<file path="src/rtl/eu_exec_pipe.sv">
// Execution-unit back end: instruction queue feeding a single EX stage
// with register file, 8086-layout flags and a ready/valid result port.
module eu_exec_pipe #(
  parameter int DATA_W   = 16,
  parameter int IQ_DEPTH = 4,
  parameter int NUM_REGS = 8
) (
  input  logic              clk,
  input  logic              reset,
  input  logic              in_valid,
  output logic              in_ready,
  input  logic [31:0]       in_word,
  input  logic              flush,
  output logic              res_valid,
  input  logic              res_ready,
  output logic [DATA_W-1:0] result,
  output logic [15:0]       status,
  output logic              err,
  input  logic              wr_en,
  input  logic [2:0]        wr_sel,
  input  logic [DATA_W-1:0] wr_data,
  input  logic [2:0]        dbg_sel,
  output logic [DATA_W-1:0] dbg_data
);

  localparam int PW = $clog2(IQ_DEPTH);
  localparam logic [PW:0] FULL_C = (PW+1)'(IQ_DEPTH);
  localparam logic [3:0] NR = 4'(NUM_REGS);

  localparam logic [5:0] OP_ADD = 6'b000000;
  localparam logic [5:0] OP_OR  = 6'b000010;
  localparam logic [5:0] OP_ADC = 6'b000100;
  localparam logic [5:0] OP_SBB = 6'b000110;
  localparam logic [5:0] OP_AND = 6'b001000;
  localparam logic [5:0] OP_SUB = 6'b001010;
  localparam logic [5:0] OP_XOR = 6'b001100;
  localparam logic [5:0] OP_CMP = 6'b001110;
  localparam logic [5:0] OP_MOV = 6'b100010;

  logic [31:0]       iq_q [IQ_DEPTH];
  logic [PW-1:0]     wp_q, rp_q;
  logic [PW:0]       cnt_q;
  logic [DATA_W-1:0] rf_q [8];
  logic [15:0]       flags_q, flags_d;
  logic [DATA_W-1:0] result_q, res_d;
  logic              rv_q, err_q;

  logic push, fire, full, empty;

  assign full     = (cnt_q == FULL_C);
  assign empty    = (cnt_q == '0);
  assign in_ready = !full && !flush;
  assign push     = in_valid && in_ready;
  assign fire     = !empty && (!rv_q || res_ready) && !flush;

  assign res_valid = rv_q;
  assign result    = result_q;
  assign status    = flags_q;
  assign err       = err_q;
  assign dbg_data  = ({1'b0, dbg_sel} < NR) ? rf_q[dbg_sel] : '0;

  // queue storage; contents are don't-care until pushed
  always_ff @(posedge clk) begin
    if (push) iq_q[wp_q] <= in_word;
  end

  // queue pointers and occupancy
  always_ff @(posedge clk or negedge reset) begin
    if (!reset) begin
      wp_q  <= '0;
      rp_q  <= '0;
      cnt_q <= '0;
    end else if (flush) begin
      wp_q  <= '0;
      rp_q  <= '0;
      cnt_q <= '0;
    end else begin
      if (push) wp_q <= wp_q + 1'b1;
      if (fire) rp_q <= rp_q + 1'b1;
      if (push && !fire)      cnt_q <= cnt_q + 1'b1;
      else if (!push && fire) cnt_q <= cnt_q - 1'b1;
    end
  end

  logic [15:0] ins_w, imm;
  logic [5:0]  op;
  logic        d, w, reg_mode, is_imm;
  logic [1:0]  md;
  logic [2:0]  rg, rm, dst_idx, src_idx;

  assign {ins_w, imm} = iq_q[rp_q];
  assign op       = ins_w[15:10];
  assign d        = ins_w[9];
  assign w        = ins_w[8];
  assign md       = ins_w[7:6];
  assign rg       = ins_w[5:3];
  assign rm       = ins_w[2:0];
  assign reg_mode = (md == 2'b11);
  assign is_imm   = (md == 2'b00);
  assign dst_idx  = (reg_mode && d) ? rg : rm;
  assign src_idx  = d ? rm : rg;

  logic [DATA_W-1:0] a, b, immx, lw, rwid, newv;
  logic [DATA_W:0]   sw, dw, rw;
  logic [8:0]        s8, d8, r8;
  logic [7:0]        rbyt;
  logic              ci, is_sub, use_c, arith, wb, setf, op_ok, ill;
  logic              am, bm, resm, cf, ofl;

  assign immx = (d && w) ? DATA_W'($signed(imm[7:0])) : DATA_W'(imm);
  assign a    = rf_q[dst_idx];
  assign b    = is_imm ? immx : rf_q[src_idx];

  // opcode decode: operation class, writeback and flag enables
  always_comb begin
    lw     = '0;
    arith  = 1'b0;
    is_sub = 1'b0;
    use_c  = 1'b0;
    wb     = 1'b1;
    setf   = 1'b1;
    op_ok  = 1'b1;
    case (op)
      OP_ADD: arith = 1'b1;
      OP_ADC: begin arith = 1'b1; use_c = 1'b1; end
      OP_SUB: begin arith = 1'b1; is_sub = 1'b1; end
      OP_SBB: begin
        arith = 1'b1; is_sub = 1'b1; use_c = 1'b1;
      end
      OP_CMP: begin
        arith = 1'b1; is_sub = 1'b1; wb = 1'b0;
      end
      OP_OR:  lw = a | b;
      OP_AND: lw = a & b;
      OP_XOR: lw = a ^ b;
      OP_MOV: begin lw = b; setf = 1'b0; end
      default: begin op_ok = 1'b0; wb = 1'b0; setf = 1'b0; end
    endcase
  end

  assign ill = !op_ok || !(reg_mode || is_imm) ||
               !({1'b0, rg} < NR) || !({1'b0, rm} < NR);

  assign ci = use_c && flags_q[0];
  assign sw = {1'b0, a} + {1'b0, b} + {{DATA_W{1'b0}}, ci};
  assign dw = {1'b0, a} - {1'b0, b} - {{DATA_W{1'b0}}, ci};
  assign s8 = {1'b0, a[7:0]} + {1'b0, b[7:0]} + {8'b0, ci};
  assign d8 = {1'b0, a[7:0]} - {1'b0, b[7:0]} - {8'b0, ci};
  assign rw = is_sub ? dw : sw;
  assign r8 = is_sub ? d8 : s8;

  // result and flag formation for word or byte width
  always_comb begin
    rwid = arith ? rw[DATA_W-1:0] : lw;
    rbyt = arith ? r8[7:0] : lw[7:0];
    newv = w ? rwid : {a[DATA_W-1:8], rbyt};
    am   = w ? a[DATA_W-1] : a[7];
    bm   = w ? b[DATA_W-1] : b[7];
    resm = w ? rwid[DATA_W-1] : rbyt[7];
    cf   = arith && (w ? rw[DATA_W] : r8[8]);
    ofl  = arith && (is_sub ? (am != bm) && (resm != am)
                            : (am == bm) && (resm != am));
    flags_d     = 16'h0000;
    flags_d[0]  = cf;
    flags_d[2]  = ~^newv[7:0];
    flags_d[6]  = w ? (rwid == '0) : (rbyt == 8'h00);
    flags_d[7]  = resm;
    flags_d[11] = ofl;
    res_d = ill ? '0 : (wb ? newv : a);
  end

  // register file: preload port, EX writeback takes priority
  always_ff @(posedge clk or negedge reset) begin
    if (!reset) begin
      for (int i = 0; i < 8; i++) rf_q[i] <= '0;
    end else begin
      if (wr_en && ({1'b0, wr_sel} < NR)) rf_q[wr_sel] <= wr_data;
      if (fire && !ill && wb) rf_q[dst_idx] <= newv;
    end
  end

  // EX output register, flags and handshake state
  always_ff @(posedge clk or negedge reset) begin
    if (!reset) begin
      rv_q     <= 1'b0;
      err_q    <= 1'b0;
      result_q <= '0;
      flags_q  <= '0;
    end else if (flush) begin
      rv_q  <= 1'b0;
      err_q <= 1'b0;
    end else if (fire) begin
      rv_q     <= 1'b1;
      err_q    <= ill;
      result_q <= res_d;
      if (!ill && setf) flags_q <= flags_d;
    end else if (rv_q && res_ready) begin
      rv_q <= 1'b0;
    end
  end

endmodule

</file>
<file path="config.mk">
export PLATFORM = sky130hd
export DESIGN_NAME = eu_exec_pipe
export DESIGN_NICKNAME = d
export VERILOG_FILES = /design/src/rtl/eu_exec_pipe.sv
export SDC_FILE = /design/constraint.sdc
export NUM_CORES = 1
export LEC_CHECK = 0
export ABC_AREA = 1
export CAP_MARGIN = 20
export CORE_MARGIN = 3
export CORE_UTILIZATION = 60
export CTS_CLUSTER_DIAMETER = 30
export DETAILED_ROUTE_END_ITERATION = 10
export PLACE_DENSITY_LB_ADDON = 0.12
export SYNTH_ARGS = -nofsm -noshare
export SYNTH_HDL_FRONTEND = slang
export SYNTH_SLANG_ARGS = --single-unit
</file>
<file path="constraint.sdc">
create_clock -name clk -period 7.9 [get_ports clk]
set_input_delay 1.185 -clock clk [delete_from_list [all_inputs] [get_ports clk]]
set_output_delay 1.185 -clock clk [all_outputs]
set_load 0.1 [all_outputs]
</file>
# Yosys cells after proc, flatten, opt, wreduce, memory -nomap -nowiden
# Memory sizes are Yosys's and may differ from the RTL's.
# Index checks and enable logic that the tools add are counted.
[word_totals]
ff_bits = 158
elab_cells = 159
ramBits = 128
out_inout_bits = 51
inputBits = 60
memories = 1
[memory_table]
columns = ["name", "depth", "width", "read_ports", "rd_clocked_by_memory_dff", "write_ports", "line_no", "text"]
rows = [
  ["iq_q", 4, 32, 1, 0, 1, "40", "logic [31:0] iq_q [IQ_DEPTH];"],
]
[op_classes]
order_cmp = 6
reduce_logical = 49
eq_ne = 13
n_mux = 55
n_addsub = 12
bitwise_logic = 8
[op_table]
columns = ["operator", "n"]
rows = [
  ["128-bit bitwise mux", 2],
  ["128-bit 2-to-1 mux", 2],
  ["16-bit 2-to-1 mux", 14],
  ["16-bit binary-select mux with 3-bit select", 3],
  ["16-bit demux with 3-bit select", 2],
  ["16-bit case mux with 4 select lines", 1],
  ["6-bit by 4-bit == test with 1-bit output, second input constant", 4],
  ["1-bit logical AND", 19],
  ["1-bit 2-to-1 mux", 19],
  ["16-bit by 16-bit adder with 17-bit output", 1],
  ["17-bit by 1-bit adder with 17-bit output", 1],
  ["17-bit 2-to-1 mux", 1],
  ["16-bit by 16-bit subtractor with 17-bit output", 1],
  ["17-bit by 1-bit subtractor with 17-bit output", 1],
  ["16-bit AND", 1],
  ["4-bit greater-or-equal comparator, second input constant", 4],
  ["16-bit logical NOT", 1],
  ["3-bit NOT with 4-bit output", 4],
  ["16-bit bitwise OR", 1],
  ["8-bit OR reduction", 2],
  ["16-bit bitwise XOR", 1],
  ["3-bit 2-to-1 mux", 5],
  ["6-bit by 3-bit == test with 1-bit output, second input constant", 2],
  ["8-bit by 8-bit adder with 9-bit output", 1],
  ["other kinds (32)", 50],
]

# Logic depth before layout (Yosys ltp)
# Gate-level depths: netlist of run 1.
# An unclocked memory read counts as a cell.
[depth]
depth_word = 17
ltp_mapped = 42
mapped_depth_nobuf = 38

# Least setup slack after synthesis of run 1
# Ideal clock, no wire load.
[synth_path]
path_type = "reg2reg"
from = "reg rp_q[0]"
to = "reg flags_q[6] (netlist: status[6])"
path_slack_ps = 2392
path_stages_with_launch = 38
t_required_ps = 7832
period_less_slack_ps = 5508
path_buffers = 7
t_arrival_ps = 5440
setup_ps = 68
cell_sequence = "dfrtp_1 > buf_6 > buf_6 > buf_6 > clkbuf_1 > buf_1 > nand2_1 > a32oi_1 > ha_1 > nand3_2 > nand2_1 > nand2_4 > buf_6 > nand2_1 > buf_2 > o22ai_1 > a221oi_1 > nand2_1 > (+2 left out) > ha_1 > inv_1 > nor4_1 > nand2_1 > nand3_1 > a21boi_0 > o21ai_0 > nand2_1 > nand2_1 > nand2_1 > nor3b_1 > nor3_2 > nand3_1 > nor2_1 > nand3_1 > nand2_1 > nand2_1 > nand2_1"
[synth_between]
elab_chain_cells = 14
word_cells_on_any_way = 63
classes_between = "add/sub: 8; eq/ne: 9; mux: 21; bitwise: 5; reduce/logical: 19; memory: 1"
[synth_rtl]
columns = ["element", "line_no", "text"]
rows = [
  ["from (decl)", "41", "logic [PW-1:0] wp_q, rp_q;"],
  ["from (signal assigned)", "79", "if (fire) rp_q <= rp_q + 1'b1;"],
  ["memory read 4 x 32 bit *", "n/a", ""],
  ["2-bit == test", "98", "assign reg_mode = (md == 2'b11);"],
  ["1-bit logical AND", "100", "assign dst_idx = (reg_mode && d) ? rg : rm;"],
  ["3-bit 2-to-1 mux", "100", ""],
  ["3-bit NOT with 4-bit output (implied by the code)", "111", "assign a = rf_q[dst_idx];"],
  ["16-bit binary-select mux with 3-bit select", "111", ""],
  ["16-bit 2-to-1 mux (implied by the code) (2 in a row)", "111", ""],
  ["16-bit by 16-bit adder with 17-bit output (tied with other cells)", "145", "assign sw = {1'b0, a} + {1'b0, b} + {{DATA_W{1'b0}}, ci};"],
  ["17-bit by 1-bit adder with 17-bit output (tied with other cells)", "145", ""],
  ["17-bit 2-to-1 mux or 9-bit 2-to-1 mux (tied branches)", "149, 150", ""],
  ["16-bit 2-to-1 mux or 8-bit 2-to-1 mux (tied branches)", "154, 155", ""],
  ["16-bit logical NOT or 8-bit logical NOT (tied branches)", "166", "flags_d[6] = w ? (rwid == '0) : (rbyt == 8'h00);"],
  ["1-bit 2-to-1 mux", "166", ""],
  ["to (signal assigned)", "196", "if (!ill && setf) flags_q <= flags_d;"],
  ["to (decl)", "44", "logic [15:0] flags_q, flags_d;"],
]
# Mark *: on every way between the ends. The rest lies on a longest branch, timed or not. The select of a mux whose other input is x is not followed.
# A chain may end at the register's enable or synchronous reset.

# Final worst setup path of run 1
[layout_path]
from = "reg rp_q[0]"
to = "reg rf_q[62] in the netlist's numbering"
[layout_between]
elab_chain_cells = 15
word_cells_on_any_way = 62
classes_between = "add/sub: 4; order compare: 2; eq/ne: 9; mux: 23; bitwise: 5; reduce/logical: 18; memory: 1"
[layout_rtl]
columns = ["element", "line_no", "text"]
rows = [
  ["memory read 4 x 32 bit *", "n/a", ""],
  ["2-bit == test", "98", ""],
  ["1-bit logical AND", "100", ""],
  ["3-bit 2-to-1 mux", "100", ""],
  ["3-bit NOT with 4-bit output (implied by the code)", "111, 178", ""],
  ["16-bit binary-select mux with 3-bit select", "111", ""],
  ["16-bit 2-to-1 mux (implied by the code) (2 in a row)", "111", ""],
  ["16-bit by 16-bit adder with 17-bit output or 16-bit by 16-bit subtractor with 17-bit output (tied branches)", "145, 146", ""],
  ["17-bit by 1-bit adder with 17-bit output or 17-bit by 1-bit subtractor with 17-bit output (tied branches)", "145, 146", ""],
  ["17-bit 2-to-1 mux", "149", "assign rw = is_sub ? dw : sw;"],
  ["16-bit 2-to-1 mux", "154", "rwid = arith ? rw[DATA_W-1:0] : lw;"],
  ["16-bit 2-to-1 mux", "156", "newv = w ? rwid : {a[DATA_W-1:8], rbyt};"],
  ["128-bit bitwise mux", "178", "if (fire && !ill && wb) rf_q[dst_idx] <= newv;"],
  ["128-bit 2-to-1 mux *", "178", ""],
  ["to (signal, indexed assignment)", "177", "if (wr_en && ({1'b0, wr_sel} < NR)) rf_q[wr_sel] <= wr_data;"],
  ["to (signal, indexed assignment)", "178", ""],
  ["to (decl)", "43", "logic [DATA_W-1:0] rf_q [8];"],
]
# Marks and branches as above.

==> results of run 1 <==
==> placed cells by master, fill, tap and decap left out, types with 9 or more instances in the layout <==
cell type,Yosys,layout
nor2_1,134,130
conb_1,1,11
nand2_2,20,20
clkdlybuf4s50_1,0,89
o22ai_1,44,44
clkinv_2,0,11
inv_1,235,235
clkbuf_1,63,11
a32o_1,10,10
edfxtp_1,128,128
nor2_4,7,11
ha_1,63,63
a31oi_1,20,20
a21oi_1,282,282
clkbuf_8,0,9
nand3_1,127,127
nand4_1,11,11
o21ai_1,62,62
inv_2,38,38
o21ai_0,251,251
buf_4,20,33
xor2_1,12,12
clkbuf_16,0,71
a221oi_1,19,19
o211ai_1,80,80
nor2_2,11,11
nand2_1,495,495
dfrtp_1,158,157
==> state kept, by name, summed over array words and instances, names as in the netlist <==
name and cells:
result 16, res_valid 1, status 5, wp_q 2, cnt_q 3, rp_q 2
err 1, iq_q 128, rf_q 128
==> final cells by class <==
type / instances / area [sq um]
Clock buffer: 91 / 1940
Clock inverter: 26 / 255
Fill cell: 2403 / 8670
Inverter: 281 / 1060
Multi-Input combinational cell: 1756 / 9520
Sequential cell: 286 / 7800
Tap cell: 396 / 495
Timing Repair Buffer: 129 / 1250
==> cell families (layout without fill, tap and decap cells) <==
kind of cell	count (synthesis)	in the layout	synth area share, %
AOI/OAI and AO/OA	818	818	24.7
xor gates and xnor gates	13	13	0.597
adders and majority gates	68	68	4.66
buffers and inverters	416	527	9.59
DFF	286	286	40.9
muxes	3	3	0.157
other	1	11	0.0197
and+or+nand+nor	843	843	19.3
==> metrics by stage <==
stage               instances  hold WS [ns]
finish                   2965         0.490
CTS                      2961         0.491
detailed placement       2844         0.475
floorplan                2458         0.508
global placement         2843         0.473
global route             2965         0.525
==> Yosys cell counts, types with 12 or more instances <==
| cell type | n | area (sq um) |
|---|---|---|
| o211ai_1 | 80 | 601 |
| ha_1 | 63 | 788 |
| buf_6 | 20 | 225 |
| dfrtp_1 | 158 | 3950 |
| o21ai_1 | 62 | 310 |
| nand2_1 | 495 | 1860 |
| buf_4 | 20 | 150 |
| clkbuf_1 | 63 | 236 |
| edfxtp_1 | 128 | 3840 |
| a31oi_1 | 20 | 125 |
| o22ai_1 | 44 | 275 |
| inv_2 | 38 | 143 |
| xor2_1 | 12 | 105 |
| inv_1 | 235 | 882 |
| a21oi_1 | 282 | 1410 |
| nand2_2 | 20 | 125 |
| o21ai_0 | 251 | 1260 |
| buf_2 | 27 | 135 |
| nor2_1 | 134 | 503 |
| nand3_1 | 127 | 636 |
| a221oi_1 | 19 | 166 |
==> worst max-delay path: cells and delay by family (launching register included) <==
family,cells,cell delay (ns)
simple gates,14,2.65
compound gates,6,1.22
buf+inv,5,1.17
fa+ha+maj,3,1.09
flops,1,0.39
==> worst paths after layout <==
check	slack (ns)	end	from	cells after the start
worst min register to register	0.49	result[8]	result[8]	2
worst min-delay path	0.49	result[8]	result[8]	2
worst max register to register	1.20	rf_q[62]	rp_q[0]	28
max in group asynchronous	6.08	rp_q[0]	reset	2
worst max-delay path	1.20	rf_q[62]	rp_q[0]	28
min in group asynchronous	0.54	rf_q[54]	reset	1
==> layer usage <==
layer  global-route usage (%)  up-vias  wire (microns)
met1                     55.0     9177           26900
met3                     11.2      301            9370
met5                        0        -               0
met2                     59.8     1524           30500
met4                     22.6        0            3960
li1                         -     8595               -
==> flow_summary.ini, run 1 <==
[timing]
fin_crit_sh_pct = 84.8
rsz0062_at_grt = false
period_minus_slack_ns = 6.70
hold_viol = 0
setup_slack_ns = 1.20
setup_violations = 0
slew_violations = 0
fmax_mhz = 149
fin_tns_setup_ns = 0
fin_worst_skew_ns = 0.0226
tightest_slew_ns = 1.07
slew_headroom_pct = 28.6

[clocking]
cts_buffers = 67
cts_resized = 0
cts.sinks = 286
clkSlewWorstSetupHoldPaths_ns = 0.05
htree_levels = 3
clkLatencyLatePin_ns = 0.57
cts_root_buf = clkbuf_16
post_cts_buffers = 0
cts_buffer_depth = 3
hold_buffers = 0
cts_tree = yes

[worst_setup_path]
cpMaxStageDelayCell = nand2_1
setup.worst_path.class = reg -> reg
cp-start-kind = flop
cpMostUsedCell = nand2_1
cp_max_fo = 34
cp-end-kind = flop
cp.required_ns = 8.33
crit_arrival_ns = 7.13
slowest_delay_ns = 0.66

[global_routing]
antenna_found_initial = 1
grt_max_degree = 68
grt_pass1_wl_microns = 106000
grt_pass1_vias = 18500
grt_overflow = 0
grt_usage_pct = 40.8

[route]
drc_errors = 0
wire_per_inst_microns = 23.8
drt_iter0_markers = 2851
via_count = 19600
vias_per_cell = 6.61
antenna_left = 0
dr.pass1.iters = 9
wl_microns = 70700

[placed_design]
globalplace.congestion = 1.01
dp_hpwl_microns = 46400
placed_area_sq_mm = 0.0200
place_ws_ns = 1.43
io_buffers = 99

[floorplanning]
die_w_microns = 184
die-area_sq_mm = 0.0340
ios = 111
coreArea_sq_mm = 0.0310
start_util_pct = 61.5
rows = 64
die_h_microns = 184

[final_layout]
post-route-util_pct = 72.0
fin_nets = 2649
fin_area_sq_mm = 0.0223
layout-drive-gt1-share_pct = 10.4
diodes = 0
area_growth_pct = 17.0

[yosys]
synth_edf_count = 128
ys_types = 66
ys.warnings.count = 0
syn_area_per_cell_sq_um = 7.79
syn-cell-area_sq_mm = 0.0191
syn_inst = 2448
yosys_register_bits = 286
ys_seq_area_share_pct = 40.9
synthArstFlopShare_pct = 55.2
synthFlopType = dfrtp_1

[run_status]
status = complete, no violations

[flow_run]
drv_cap = 0

[worst_hold_path]
hold_path_class = reg -> reg
Power of run 1 is not shown: default switching activity piles up to over one toggle a cycle in this logic, so the estimate is an artifact.
==> run 2: changes to the inputs <==
Clock period 7.9 ns to 6.8 ns, I/O delays scaled along.
==> flow_summary.ini, run 2 (synthesized netlist as in run 1, its figures left out) <==
[clocking]
cts_resized = 0
cts_buffer_depth = 3
clkLatencyLatePin_ns = 0.61
cts.sinks = 286
cts_tree = yes
hold_buffers = 0
post_cts_buffers = 0
htree_levels = 2
clkSlewWorstSetupHoldPaths_ns = 0.05
cts_buffers = 60
cts_root_buf = clkbuf_16

[worst_setup_path]
setup.worst_path.class = reg -> reg
r2r-start = rp_q[0]
cp-end-kind = flop
reg2reg_slack_ns = 0.50
cp_max_fo = 27
crit_arrival_ns = 6.78
cp.required_ns = 7.28
reg2regPathDepth = 27
rr_endpoint = result[12]
cp-start-kind = flop

[placed_design]
io_buffers = 99
dp_hpwl_microns = 46400
globalplace.congestion = 1.01

[final_layout]
area_growth_pct = 16.5
diodes = 0
final_cell_mix = nand2_1 (495), a21oi_1 (282), o21ai_0 (251)
layout_commonest_cell = nand2_1
fin_nets = 2655
layout-drive-gt1-share_pct = 11.1

[global_routing]
grt_usage_pct = 40.1
grt_pass1_vias = 18000
grt_pass1_wl_microns = 104000
grt_overflow = 0
antenna_found_initial = 0
grt_max_degree = 94

[route]
vias_per_cell = 6.53
wl_microns = 69500
drt_iter0_markers = 2533
wire_per_inst_microns = 23.4
antenna_left = 0
dr.pass1.iters = 7
via_count = 19400
drc_errors = 0

[timing]
fin_crit_sh_pct = 92.6
fin_tns_setup_ns = 0
fmax_mhz = 159
slew_headroom_pct = 28.4
setup_violations = 0
period_minus_slack_ns = 6.30
rsz0062_at_grt = false
tightest_slew_ns = 1.07
fin_worst_skew_ns = 0.0157
hold_viol = 0
slew_violations = 0

[run_status]
status = complete, no violations

[floorplanning]
die-area_sq_mm = 0.0340
rows = 64
ios = 111
coreArea_sq_mm = 0.0310
start_util_pct = 61.5
die_h_microns = 184
die_w_microns = 184

[worst_hold_path]
hold_path_class = reg -> reg
hold-path-endpoint = result[4]
hold_path_startpoint = result[4]
hold_depth = 2

[flow_run]
drv_cap = 0
[run 2: changes by cell type in the layout (fill, tap and decap cells not counted), moves of 4 or more]
cell | before | now
buf_4 | 33 | 56
clkbuf_1 | 11 | 7
clkbuf_16 | 71 | 61
clkbuf_8 | 9 | 3
clkdlybuf4s50_1 | 89 | 81
clkinvlp_4 | 5 | 9
[run 2: metal layers]
layer  wire, microns  track usage [%]
met1           26700             54.3
met5               0                0
met3            8680             8.78
met2           30300             61.1
met4            3800             20.4
[run 2: critical path, cell delays in order (launching register included)]
cell and delay, ns:
dfrtp_2 0.47, inv_4 0.28, nand2_1 0.10, a32oi_1 0.26
ha_1 0.43, nand3_2 0.19, nand2_1 0.15, nand2_2 0.14
nand2_1 0.55, inv_1 0.25, a21oi_1 0.20, nand4_1 0.21
inv_1 0.14, ha_1 0.29, ha_1 0.36, o21ai_0 0.13
nand2_1 0.15, nand2_1 0.10, nand3_1 0.13, a21boi_0 0.40
o21ai_0 0.19, nand2_1 0.09, nand3_1 0.08, nand3_1 0.12
nand3_2 0.13, o21ai_4 0.32, nand2_1 0.09, a32o_1 0.23
[run 2: worst max-delay path by stage]
stage / startpoint / endpoint / slack, ns / cells past startpoint
5_1_grt: rp_q[0] / status[6] / 0.01 / 31
2_1_floorplan: rp_q[0] / status[6] / 1.29 / 37
3_5_place_dp: rp_q[0] / result[12] / 0.74 / 27
6_report: rp_q[0] / result[12] / 0.50 / 27
4_1_cts: rp_q[0] / result[11] / 0.70 / 30
3_3_place_gp: rp_q[0] / result[11] / 0.95 / 30
[run 2: layout make-up]
| type | instances | area, sq um |
|---|---|---|
| multi-input cells | 1756 | 9520 |
| clock buffers | 71 | 1590 |
| well taps | 396 | 495 |
| repair buffers | 142 | 1310 |
| fillers | 2425 | 8770 |
| flip-flops and latches | 286 | 7800 |
| inverters | 281 | 1060 |
| clock inverters | 39 | 443 |
[run 2: through the flow]
step	setup slack [ns]	hold WS, ns	utilization [%]	cell area [sq um]	instances
after global placement	0.950	0.476	65.0	20100	2859
after CTS	0.700	0.496	71.6	22200	2969
after floorplan	1.29	0.508	-	19100	2458
final	0.504	0.492	71.7	22200	2971
after detailed placement	0.742	0.481	65.0	20100	2859
after global routing	0.00970	0.527	71.7	22200	2971
Power of run 2 is left out for the same reason.
